[src/rtl/lc3_mem_arb_pkg.sv]
// Shared types and arbitration helper for the LC-3 fetch/memaccess memory arbiter.
package lc3_mem_arb_pkg;

  typedef enum logic [1:0] {
    IDLE   = 2'd0,
    ACC_IF = 2'd1,
    ACC_DM = 2'd2
  } arb_state_t;

  typedef enum logic {
    SRC_IF = 1'b0,
    SRC_DM = 1'b1
  } arb_src_t;

  localparam int unsigned STARVE_LIMIT = 2;

  // dm wins by default; fetch wins once it has lost STARVE_LIMIT times in a row
  function automatic arb_src_t pick_src(input logic if_req, input logic dm_req,
                                        input logic [1:0] starve_cnt);
    if (if_req && (!dm_req || starve_cnt == 2'(STARVE_LIMIT))) return SRC_IF;
    return SRC_DM;
  endfunction

endpackage

[src/rtl/lc3_mem_arb_timer.sv]
// Access wait counter; expired goes high once MAX_WAIT stalled cycles have elapsed.
module lc3_mem_arb_timer #(
  parameter int unsigned MAX_WAIT = 15
) (
  input  logic clock,
  input  logic reset_n,
  input  logic clear,
  input  logic tick,
  output logic expired
);

  localparam int unsigned CNT_W = $clog2(MAX_WAIT + 1);

  logic [CNT_W-1:0] cnt;

  // Saturating count; clear has priority over tick
  always_ff @(posedge clock or negedge reset_n) begin
    if (!reset_n) begin
      cnt     <= '0;
      expired <= 1'b0;
    end else if (clear) begin
      cnt     <= '0;
      expired <= 1'b0;
    end else if (tick && cnt != CNT_W'(MAX_WAIT)) begin
      cnt     <= cnt + CNT_W'(1);
      expired <= (cnt + CNT_W'(1)) == CNT_W'(MAX_WAIT);
    end
  end

endmodule

[src/rtl/lc3_mem_arbiter.sv]
// Two-requester (fetch / memaccess) arbiter for a shared single-port LC-3 memory.
// Optional access timeout enabled by defining LC3_ARB_TIMEOUT_EN.
module lc3_mem_arbiter
  import lc3_mem_arb_pkg::*;
#(
  parameter int unsigned ADDR_W   = 16,
  parameter int unsigned DATA_W   = 16,
  parameter int unsigned MAX_WAIT = 15
) (
  input  logic              clock,
  input  logic              reset_n,
  input  logic              if_req,
  input  logic [ADDR_W-1:0] if_addr,
  output logic              if_gnt,
  output logic              if_rvalid,
  output logic [DATA_W-1:0] if_rdata,
  input  logic              dm_req,
  input  logic              dm_we,
  input  logic [ADDR_W-1:0] dm_addr,
  input  logic [DATA_W-1:0] dm_wdata,
  output logic              dm_gnt,
  output logic              dm_rvalid,
  output logic [DATA_W-1:0] dm_rdata,
  output logic              mem_en,
  output logic              mem_we,
  output logic [ADDR_W-1:0] mem_addr,
  output logic [DATA_W-1:0] mem_wdata,
  input  logic [DATA_W-1:0] mem_rdata,
  input  logic              mem_ready,
  output logic              busy,
  output logic              timeout_err
);

  if (MAX_WAIT < 1) begin : g_bad_max_wait
    $error("lc3_mem_arbiter: MAX_WAIT must be at least 1");
  end

  arb_state_t state;
  logic [1:0] starve_cnt;
  logic       arb_en;
  arb_src_t   win_c;
  logic       acc_done_c;

  assign win_c = pick_src(if_req, dm_req, starve_cnt);

`ifdef LC3_ARB_TIMEOUT_EN
  logic expired;
  logic timer_clear_c;
  logic timer_tick_c;

  assign timer_clear_c = (state == IDLE);
  assign timer_tick_c  = (state != IDLE) && !mem_ready;
  assign acc_done_c    = mem_ready || expired;

  lc3_mem_arb_timer #(
    .MAX_WAIT(MAX_WAIT)
  ) u_timer (
    .clock  (clock),
    .reset_n(reset_n),
    .clear  (timer_clear_c),
    .tick   (timer_tick_c),
    .expired(expired)
  );
`else
  assign acc_done_c  = mem_ready;
  assign timeout_err = 1'b0;
`endif

  // arb_en holds off arbitration for one edge after reset release
  always_ff @(posedge clock or negedge reset_n) begin
    if (!reset_n) begin
      state      <= IDLE;
      starve_cnt <= 2'd0;
      arb_en     <= 1'b0;
      if_gnt     <= 1'b0;
      if_rvalid  <= 1'b0;
      if_rdata   <= '0;
      dm_gnt     <= 1'b0;
      dm_rvalid  <= 1'b0;
      dm_rdata   <= '0;
      mem_en     <= 1'b0;
      mem_we     <= 1'b0;
      mem_addr   <= '0;
      mem_wdata  <= '0;
      busy       <= 1'b0;
`ifdef LC3_ARB_TIMEOUT_EN
      timeout_err <= 1'b0;
`endif
    end else begin
      arb_en    <= 1'b1;
      if_gnt    <= 1'b0;
      dm_gnt    <= 1'b0;
      if_rvalid <= 1'b0;
      dm_rvalid <= 1'b0;
`ifdef LC3_ARB_TIMEOUT_EN
      timeout_err <= 1'b0;
`endif
      case (state)
        IDLE: begin
          if (arb_en && (if_req || dm_req)) begin
            busy   <= 1'b1;
            mem_en <= 1'b1;
            if (win_c == SRC_IF) begin
              state      <= ACC_IF;
              if_gnt     <= 1'b1;
              mem_addr   <= if_addr;
              mem_we     <= 1'b0;
              mem_wdata  <= '0;
              starve_cnt <= 2'd0;
            end else begin
              state     <= ACC_DM;
              dm_gnt    <= 1'b1;
              mem_addr  <= dm_addr;
              mem_we    <= dm_we;
              mem_wdata <= dm_wdata;
              if (if_req && starve_cnt != 2'(STARVE_LIMIT))
                starve_cnt <= starve_cnt + 2'd1;
            end
          end
        end
        ACC_IF, ACC_DM: begin
          // A timed-out access completes with zero data
          if (acc_done_c) begin
            state  <= IDLE;
            busy   <= 1'b0;
            mem_en <= 1'b0;
            mem_we <= 1'b0;
`ifdef LC3_ARB_TIMEOUT_EN
            timeout_err <= !mem_ready;
`endif
            if (state == ACC_IF) begin
              if_rvalid <= 1'b1;
              if_rdata  <= mem_ready ? mem_rdata : '0;
            end else begin
              dm_rvalid <= 1'b1;
              dm_rdata  <= mem_ready ? mem_rdata : '0;
            end
          end
        end
        default: begin
          state <= IDLE;
          busy  <= 1'b0;
        end
      endcase
    end
  end

endmodule

[config.mk]
export PLATFORM = sky130hd
export DESIGN_NAME = lc3_mem_arbiter
export DESIGN_NICKNAME = d
export VERILOG_FILES = /design/src/rtl/lc3_mem_arb_pkg.sv /design/src/rtl/lc3_mem_arb_timer.sv /design/src/rtl/lc3_mem_arbiter.sv
export SDC_FILE = /design/constraint.sdc
export NUM_CORES = 1
export LEC_CHECK = 0
export BUFFER_PORTS_ARGS = -buffer_cell sky130_fd_sc_hd__buf_2
export CAP_MARGIN = 20
export CORE_ASPECT_RATIO = 2
export CORE_MARGIN = 2
export CORE_UTILIZATION = 35
export DETAILED_ROUTE_END_ITERATION = 12
export GPL_TIMING_DRIVEN = 0
export HOLD_SLACK_MARGIN = 0.1
export SYNTH_ARGS = -nofsm -noshare
export SYNTH_HDL_FRONTEND = slang
export SYNTH_SLANG_ARGS = --single-unit
[constraint.sdc]
create_clock -name clock -period 3.6 [get_ports clock]
set_clock_uncertainty 0.05 [all_clocks]
set_input_delay 0.18 -clock clock [delete_from_list [all_inputs] [get_ports clock]]
set_output_delay 0.18 -clock clock [all_outputs]
set_load 0.03 [all_outputs]
# --- Yosys cells after proc, flatten, opt, wreduce, memory -nomap -nowiden ---
# Cells that the tools add are included.
# Widths: inputs -> output; s select.
op_classes:
  n_eq_ne: 7
  shift: 0
  addsub: 1
  order_cmp: 0
  muxes: 30
  reduce_logical: 15
  bitwise_logic: 1
  div_mod_pow: 0
  n_mul: 0
ops:
  columns: ["operator", "n"]
  rows:
  - ["$mux 16", 2]
  - ["$mux 1", 19]
  - ["$reduce_and 3->1", 4]
  - ["$mux 2", 5]
  - ["$ne 2x2->1 const B", 3]
  - ["$pmux 1 s2", 3]
  - ["$eq 2x2->1 const B", 2]
  - ["$pmux 2 s2", 1]
  - ["$reduce_and 2->1", 2]
  - ["$logic_and 1x1->1", 3]
  - ["$add 2x1->2 const B", 1]
  - ["$eq 2x1->1 const B", 1]
  - ["$logic_not 2->1", 1]
  - ["$logic_or 1x1->1", 2]
  - ["$ne 2x1->1 const B", 1]
  - ["$reduce_bool 2->1", 1]
  - ["$reduce_or 2->1", 1]
  - ["$logic_not 1->1", 1]
  - ["$not 1->1", 1]
word_totals:
  out_inout_bits: 72
  romBits: 0
  ramBits: 0
  latch_bits: 0
  mem_count: 0
  ff_bits: 76
  in_bits: 70

# --- Logic depth before layout (Yosys ltp) ---
# Gate-level depths: netlist of the first run.
logic_depth:
  word_depth: 8
  ltp_mapped: 8
  mapped_depth_nobuf: 6

# --- Worst setup path after synthesis of the first run ---
# No wires, ideal clock.
synth_timing:
  path_kind: "flip-flop to flip-flop"
  start: "register state[0]"
  end: "register dm_rdata[10]"
  path_stages_with_launch: 8
  t_arrival_ps: 1534
  setup_ps: 127
  path_slack_ps: 1888
  path_buffers: 1
  t_required_ps: 3423
  cell_sequence: "dfrtp_1 -> inv_1 -> ha_1 -> nand2_1 -> or2_1 -> buf_4 -> inv_4 -> mux2_1"
synth_via:
  elab_chain_cells: 3
  elab_cells_between_ends: 5
  cone_classes: "eq/ne: 2; bitwise: 1; reduce/logical: 2"
synth_rtl:
  columns: ["item", "line", "text"]
  rows:
  - ["start: declaration", "lc3_mem_arbiter.sv:38", "arb_state_t state;"]
  - ["start signal: assignment", "lc3_mem_arbiter.sv:72", "state <= IDLE;"]
  - ["start signal: assignment", "lc3_mem_arbiter.sv:104", "state <= ACC_IF;"]
  - ["start signal: assignment", "lc3_mem_arbiter.sv:111", "state <= ACC_DM;"]
  - ["$eq 2x1->1 / $eq 2x2->1 (equally long branches)", "lc3_mem_arbiter.sv:98, lc3_mem_arbiter.sv:131", null]
  - ["$reduce_or 2->1 / $not 1->1 (equally long branches)", null, null]
  - ["$reduce_and 3->1 (no source line) (*)", null, null]
  - ["end signal: assignment", "lc3_mem_arbiter.sv:136", "dm_rdata <= mem_ready ? mem_rdata : '0;"]
  - ["end: declaration", "lc3_mem_arbiter.sv:23", "output logic [DATA_W-1:0] dm_rdata,"]
# Mark *: on every way between the ends. The rest lies on a longest branch, timed or not.
# A chain may end at the register's enable or synchronous reset.

# --- Worst setup path after layout of the first run ---
layout_timing:
  start: "register starve_cnt[0]"
  end: "register mem_addr[7]"
layout_via:
  elab_chain_cells: 6
layout_rtl:
  columns: ["item", "line", "text"]
  rows:
  - ["start: declaration", "lc3_mem_arbiter.sv:39", "logic [1:0] starve_cnt;"]
  - ["start signal: assignment", "lc3_mem_arbiter.sv:117", "starve_cnt <= starve_cnt + 2'd1;"]
  - ["$eq 2x2->1", "lc3_mem_arb_pkg.sv:20", "if (if_req && (!dm_req || starve_cnt == 2'(STARVE_LIMIT))) return SRC_IF;"]
  - ["$logic_or 1x1->1", "lc3_mem_arb_pkg.sv:20", null]
  - ["$logic_and 1x1->1", "lc3_mem_arb_pkg.sv:20", null]
  - ["$mux 1", "lc3_mem_arb_pkg.sv:20", null]
  - ["$mux 1", "lc3_mem_arb_pkg.sv:21", "return SRC_DM;"]
  - ["$mux 16", "lc3_mem_arbiter.sv:103", "if (win_c == SRC_IF) begin"]
  - ["end signal: assignment", "lc3_mem_arbiter.sv:106", "mem_addr <= if_addr;"]
  - ["end signal: assignment", "lc3_mem_arbiter.sv:113", "mem_addr <= dm_addr;"]
  - ["end: declaration", "lc3_mem_arbiter.sv:26", "output logic [ADDR_W-1:0] mem_addr,"]
# Every way passes these cells.

==> results by group, run 1 <==
Timing
  – Final Hold Violating Endpoints: 0
  – Final Max Tran Viols: 0
  – Max Fclk: 458 MHz
  – Final worst setup slack: 1420 ps
  – Post-route setup TNS: 0 ps
  – RSZ-0062 raised after global routing: no
  – Period utilisation layout: 0.607
  – Final min period: 2180 ps
  – Worst hold margin: 115 ps
  – # setup viols final: 0

GRT
  – Vias in the first global route: 2970
  – Met1 usage: 0.182
  – Global routing usage on met3: 0.0510
  – All-Layer GR Usage: 0.179
  – Largest net degree at the start of global routing: 49
  – First-pass GRT wire length: 13.9 mm
  – Met2 usage in global routing: 0.334
  – Layer with the highest usage: met2
  – Initial antenna violation count: 0
  – Global route overflow: 0

Placed design
  – Area of placed instances: 4010 um^2
  – Placer Congestion: 0.769
  – Dpl cells: 491
  – Port buffer count: 139
  – HPWL Detailed: 6.00 mm
  – Dpl ws: 1660 ps

Setup path
  – Crit path largest cell delay: 550 ps
  – Critical Path Start Type: register
  – Worst Path Required: 3760 ps
  – WP buf/inv: 4
  – Depth of the most critical reg-to-reg path: 8
  – Slowest-stage cell, CP: dlygate4sd3_1
  – Worst Setup End Kind: register
  – FF-to-FF Start: starve_cnt[0]$_DFFE_PN0P_
  – WP data arrival: 2350 ps
  – Setup CP Type: register to register
  – Critical path's top delay family: buffers and inverters
  – R2r endpoint: mem_addr[7]$_DFFE_PN0P_
  – Crit Path Max Fanout: 10
  – Worst path cell trace: inv_1 > ha_1 > nand2b_2 > buf_2 > buf_6 > a31oi_1 > a21oi_1 > dlygate4sd3_1
  – R2R setup slack: 1420 ps

Final layout
  – Area Overhead vs Synth: 53.1%
  – Final Core Density: 0.543
  – Final instance area: 4830 um^2
  – Fraction of layout cells with a size suffix above 1: 0.418
  – Inserted Diodes: 0
  – Most frequent cells in the layout: buf_2, dfrtp_1, dlygate4sd3_1
  – Commonest non-fill, non-tap cell in the layout: buf_2
  – Final #Nets: 526
  – Final cell count without fillers: 559

Routing
  – DR pass1 iterations: 5
  – Total number of vias: 2749
  – DRT antenna net count: 0
  – # DRC: 0
  – Vias/cell: 4.92
  – Avg WL per Cell: 15.2 um
  – Total wire length: 8.49 mm
  – DR iter-0 viols: 49

CTS
  – Root buffer cell: clkbuf_16
  – Worst-path clk slew: 60 ps
  – Clock Latency Late Sink: 330 ps
  – Clock tree buffer depth: 2
  – Post-CTS Setup Bufs: 0
  – CTS tree: yes
  – Num CTS Buffers: 9
  – Clk sinks: 76
  – CTS H-tree depth: 3

Die
  – Die X: 71.1 um
  – Die H: 138 um
  – I/O Pins: 142
  – Die Area: 9840 um^2
  – Core area: 8890 um^2
  – Initial Utilization: 0.355
  – Row cnt: 49

Pwr
  – Maximum VDD drop: 0.000491 V
  – P_leak: 2.39 nW
  – Total power draw: 4.46 mW
  – Pwr/cell area: 923 nW/um^2

Yosys
  – Unique cell type count in the Yosys netlist: 38
  – Register area share after synthesis: 0.603
  – Post-Syn Instances: 249
  – Avg Synthesized Cell Area: 12.7 um^2
  – Yosys reg bits: 76
  – Yosys warning total: 0
  – Mapped Nets: 322
  – Netlist Area Pre-Place: 3160 um^2

Worst hold path
  – Hold Crit Class: primary input to register
  – Hold Path Stages: 3
  – Hold Path Sink: mem_addr[13]$_DFFE_PN0P_
  – Min-Delay Startpoint: if_addr[13]

Run
  – Max Cap Viol: 0

Status
  – Status: completed
==> flip-flops by register name, summed over array words and instances (netlist names) <==
signal and cells:
starve_cnt 2, mem_wdata 16, state 2, mem_en 1, dm_rdata 16, mem_we 1
if_rvalid 1, if_gnt 1, arb_en 1, dm_gnt 1, busy 1, if_rdata 16
dm_rvalid 1, mem_addr 16
==> power by group <==
group / total [mW] / internal, mW / switching (mW)
Sequential: 1.44 / 1.25 / 0.189
Clock: 0.880 / 0.547 / 0.333
Combinational: 2.14 / 0.780 / 1.36
==> synthesized netlist by cell type, drive strengths merged <==
master / n / area [um^2]
a22o: 16 / 140
a21o: 3 / 22.5
or2: 1 / 6.26
a311o: 1 / 10.0
and3: 1 / 6.26
a22oi: 1 / 7.51
a31oi: 16 / 100
and2: 1 / 6.26
inv: 7 / 28.8
nor2: 18 / 67.6
o22a: 1 / 8.76
nand3: 1 / 5.00
mux2: 32 / 360
dfrtp: 76 / 1900
o21ai: 17 / 85.1
a32o: 1 / 10.0
conb: 2 / 7.51
o211ai: 2 / 28.8
clkbuf: 1 / 3.75
o211a: 1 / 10.0
nand2b: 2 / 15.0
a21oi: 17 / 96.4
ha: 3 / 37.5
nor2b: 1 / 6.26
nor4: 2 / 12.5
o31ai: 1 / 7.51
and2b: 1 / 7.51
nand2: 6 / 22.5
a2111oi: 1 / 10.0
buf: 16 / 124
==> layout make-up <==
type / instances / area [um^2]
Clock buffer: 10 / 239
Inverter: 7 / 28.8
Clock inverter: 5 / 52.6
Fill cell: 762 / 4060
Buffer: 17 / 128
Timing Repair Buffer: 193 / 1260
Tap cell: 102 / 128
Sequential cell: 76 / 1900
Multi-Input combinational cell: 149 / 1100
==> how the worst max path moves through the flow <==
stage | from | endpoint | slack [ps] | cells past startpoint
detailed placement | state[0]$_DFFE_PN0P_ | dm_rdata[11]$_DFFE_PN0P_ | 1660 | 7
global route | state[0]$_DFFE_PN0P_ | mem_addr[14]$_DFFE_PN0P_ | 1300 | 9
finish | starve_cnt[0]$_DFFE_PN0P_ | mem_addr[7]$_DFFE_PN0P_ | 1420 | 8
floorplan | state[0]$_DFFE_PN0P_ | dm_rdata[10]$_DFFE_PN0P_ | 1890 | 7
CTS | starve_cnt[0]$_DFFE_PN0P_ | mem_addr[14]$_DFFE_PN0P_ | 1450 | 8
global placement | state[0]$_DFFE_PN0P_ | dm_rdata[12]$_DFFE_PN0P_ | 1680 | 7
==> kinds of logic (layout without fill, tap and decap cells) <==
logic type	Yosys count	after routing	synth area share
AO/OA/AOI/OAI	78	78	0.170
adder cells (fa/ha/maj)	3	3	0.0119
buffers and inverters	24	232	0.0496
flip-flops	76	76	0.603
multiplexers	32	32	0.114
other	2	2	0.00238
AND/OR/NAND/NOR	34	34	0.0492
==> tightest hold or removal path: stages <==
cell and delay (ps):
buf_2 70, a31oi_1 70, a21oi_1 130
==> layer usage <==
| layer | routed length, um | vias to the layer above |
|---|---|---|
| met5 | 0 | - |
| met1 | 3080 | 1308 |
| met4 | 102 | 0 |
| li1 | - | 1303 |
| met3 | 561 | 9 |
| met2 | 4740 | 129 |
==> timing repair <==
action	CTS	global route
hold endpoints to repair	92	0
gates resized for setup	0	0
endpoints found under the setup margin	0	0
hold buffers	53	0
No activity file was read; power rests on OpenSTA's default activity.
==> inputs of run 2 (changes only) <==
ABC_AREA = 1   (was unset)
clock period = 1.8 ns   (was 3.6 ns; I/O delays follow)
==> results by group, run 2 <==
Status
  – Status: completed

Yosys
  – Yosys reg bits: 76
  – Primary FF master, synth: dfrtp_1
  – Register area share after synthesis: 0.592
  – Top cell type's share of synthesized area: 0.592
  – Async SR Flop Fraction: 1.00
  – Most common library cells after synthesis: nand2_1, dfrtp_1, o21ai_0, inv_1, nand3_1
  – Unique cell type count in the Yosys netlist: 21
  – Synth top area cells: dfrtp_1, nand2_1, o21ai_0
  – Mapped Nets: 446
  – Most numerous cell in the Yosys netlist: nand2_1
  – Avg Synthesized Cell Area: 8.61 um^2
  – Yosys warning total: 0
  – Post-synth EDFFs: 0
  – Post-Syn Instances: 373
  – Netlist Area Pre-Place: 3210 um^2
  – Post-synth top area cell: dfrtp_1

Setup path
  – WP data arrival: 1750 ps
  – Worst Path Required: 1950 ps
  – Setup CP Type: register to register
  – FF-to-FF Start: state[0]$_DFFE_PN0P_
  – Crit Path Max Fanout: 10
  – Depth of the most critical reg-to-reg path: 7
  – End of the critical path: dm_rdata[12]$_DFFE_PN0P_
  – Critical Path Start Type: register
  – Worst Setup End Kind: register
  – R2R setup slack: 200 ps
  – R2r endpoint: dm_rdata[12]$_DFFE_PN0P_
  – Crit path from: state[0]$_DFFE_PN0P_

CTS
  – Worst-path clk slew: 60 ps
  – Root buffer cell: clkbuf_16
  – Clk sinks: 76
  – Num CTS Buffers: 9
  – Hold_buf cts: 68
  – Post-CTS Setup Bufs: 0
  – CTS H-tree depth: 3
  – CTS tree: yes
  – CTS resizes: 0
  – Clock Latency Late Sink: 330 ps
  – Clock tree buffer depth: 2

Die
  – Core area: 8950 um^2
  – I/O Pins: 142
  – Die X: 71.7 um
  – Initial Utilization: 0.359
  – Die H: 139 um
  – Row cnt: 49
  – Die Area: 10000 um^2

Pwr
  – Pwr/cell area: 1730 nW/um^2
  – Total power draw: 8.76 mW
  – Maximum VDD drop: 0.00105 V
  – P_leak: 2.89 nW

Final layout
  – Most frequent cells in the layout: nand2_1, buf_2, dfrtp_1
  – Final #Nets: 666
  – Final instance area: 5070 um^2
  – Commonest non-fill, non-tap cell in the layout: nand2_1
  – Fraction of layout cells with a size suffix above 1: 0.301
  – Area Overhead vs Synth: 57.8%
  – Inserted Diodes: 0

Worst hold path
  – Hold Crit Class: primary input to register

Placed design
  – Placer Congestion: 0.743
  – HPWL Detailed: 6.52 mm
  – Port buffer count: 140
  – Area of placed instances: 4070 um^2

Routing
  – # DRC: 0
  – Avg WL per Cell: 13.8 um
  – DR iter-0 viols: 152
  – Vias/cell: 4.61
  – DRT antenna net count: 0
  – Met3 WL: 612 um
  – Total number of vias: 3227
  – Wl on met1: 3.47 mm
  – Metal2 WL: 5.35 mm
  – Total wire length: 9.69 mm
  – DR pass1 iterations: 4
  – Max layer used: met4

Timing
  – Post-route setup TNS: 0 ps
  – Final Hold Violating Endpoints: 0
  – Worst hold margin: 206 ps
  – RSZ-0062 raised after global routing: no
  – Final min period: 1600 ps
  – Max Fclk: 624 MHz
  – # setup viols final: 0
  – Final Max Tran Viols: 0
  – Period utilisation layout: 0.891

GRT
  – Vias in the first global route: 3380
  – First-pass GRT wire length: 15.7 mm
  – Global route overflow: 0
  – Largest net degree at the start of global routing: 72
  – All-Layer GR Usage: 0.202
  – Initial antenna violation count: 0

Run
  – Max Cap Viol: 0
## run 2: per-stage QoR
stage	setup WS (ps)	std cells	utilization
CTS	173	700	0.566
global route	38.7	700	0.566
detailed placement	172	616	0.455
finish	197	700	0.566
global placement	64.1	615	0.451
floorplan	438	373	-
## run 2: worst min path at each step
| stage | slack, ps | depth (start not counted) | startpoint | to |
|---|---|---|---|---|
| 2_1_floorplan | -260 | 0 | reset_n | arb_en$_DFF_PN0_ |
| 3_3_place_gp | 240 | 3 | dm_wdata[15] | mem_wdata[15]$_DFFE_PN0P_ |
| 3_5_place_dp | -140 | 1 | reset_n | mem_wdata[7]$_DFFE_PN0P_ |
| 4_1_cts | 220 | 5 | if_req | if_gnt$_DFF_PN0_ |
| 5_1_grt | 250 | 6 | if_req | mem_addr[5]$_DFFE_PN0P_ |
| 6_report | 210 | 5 | if_req | if_gnt$_DFF_PN0_ |
## run 2: worst max-delay path: stages (launching register included)
cell and delay [ps]:
dfrtp_1 360, inv_1 50, ha_1 270, inv_1 140
nor2_1 60, nand2_1 160, clkbuf_2 260, o21ai_0 120
## run 2: routing by layer
layer / vias up / GRT usage
li1: 1581 / -
met1: 1494 / 0.198
met2: 130 / 0.379
met3: 22 / 0.0536
met4: 0 / 0.0933
met5: - / 0
## run 2: cell type report
cell class	count	area, um^2
Buffer	18	130
Inverter	29	111
Sequential cell	76	1900
Multi-Input combinational cell	250	1070
Clock buffer	11	243
Clock inverter	5	75.1
Timing Repair Buffer	209	1410
Fill cell	785	3880
Tap cell	102	128
## run 2: kinds of logic (layout without fill, tap and decap cells)
group,count (synthesis),in the layout,share of synthesized area
and+or+nand+nor,207,207,0.257
other,2,2,0.00234
buffers and inverters,47,272,0.0752
AOI/OAI and AO/OA,38,38,0.0616
adders and majority gates,3,3,0.0117
DFF,76,76,0.592
## run 2: power by group
group	switching (mW)	internal, mW
registers	0.391	2.48
clock network	0.664	1.24
logic	2.79	1.19
total	3.85	4.91
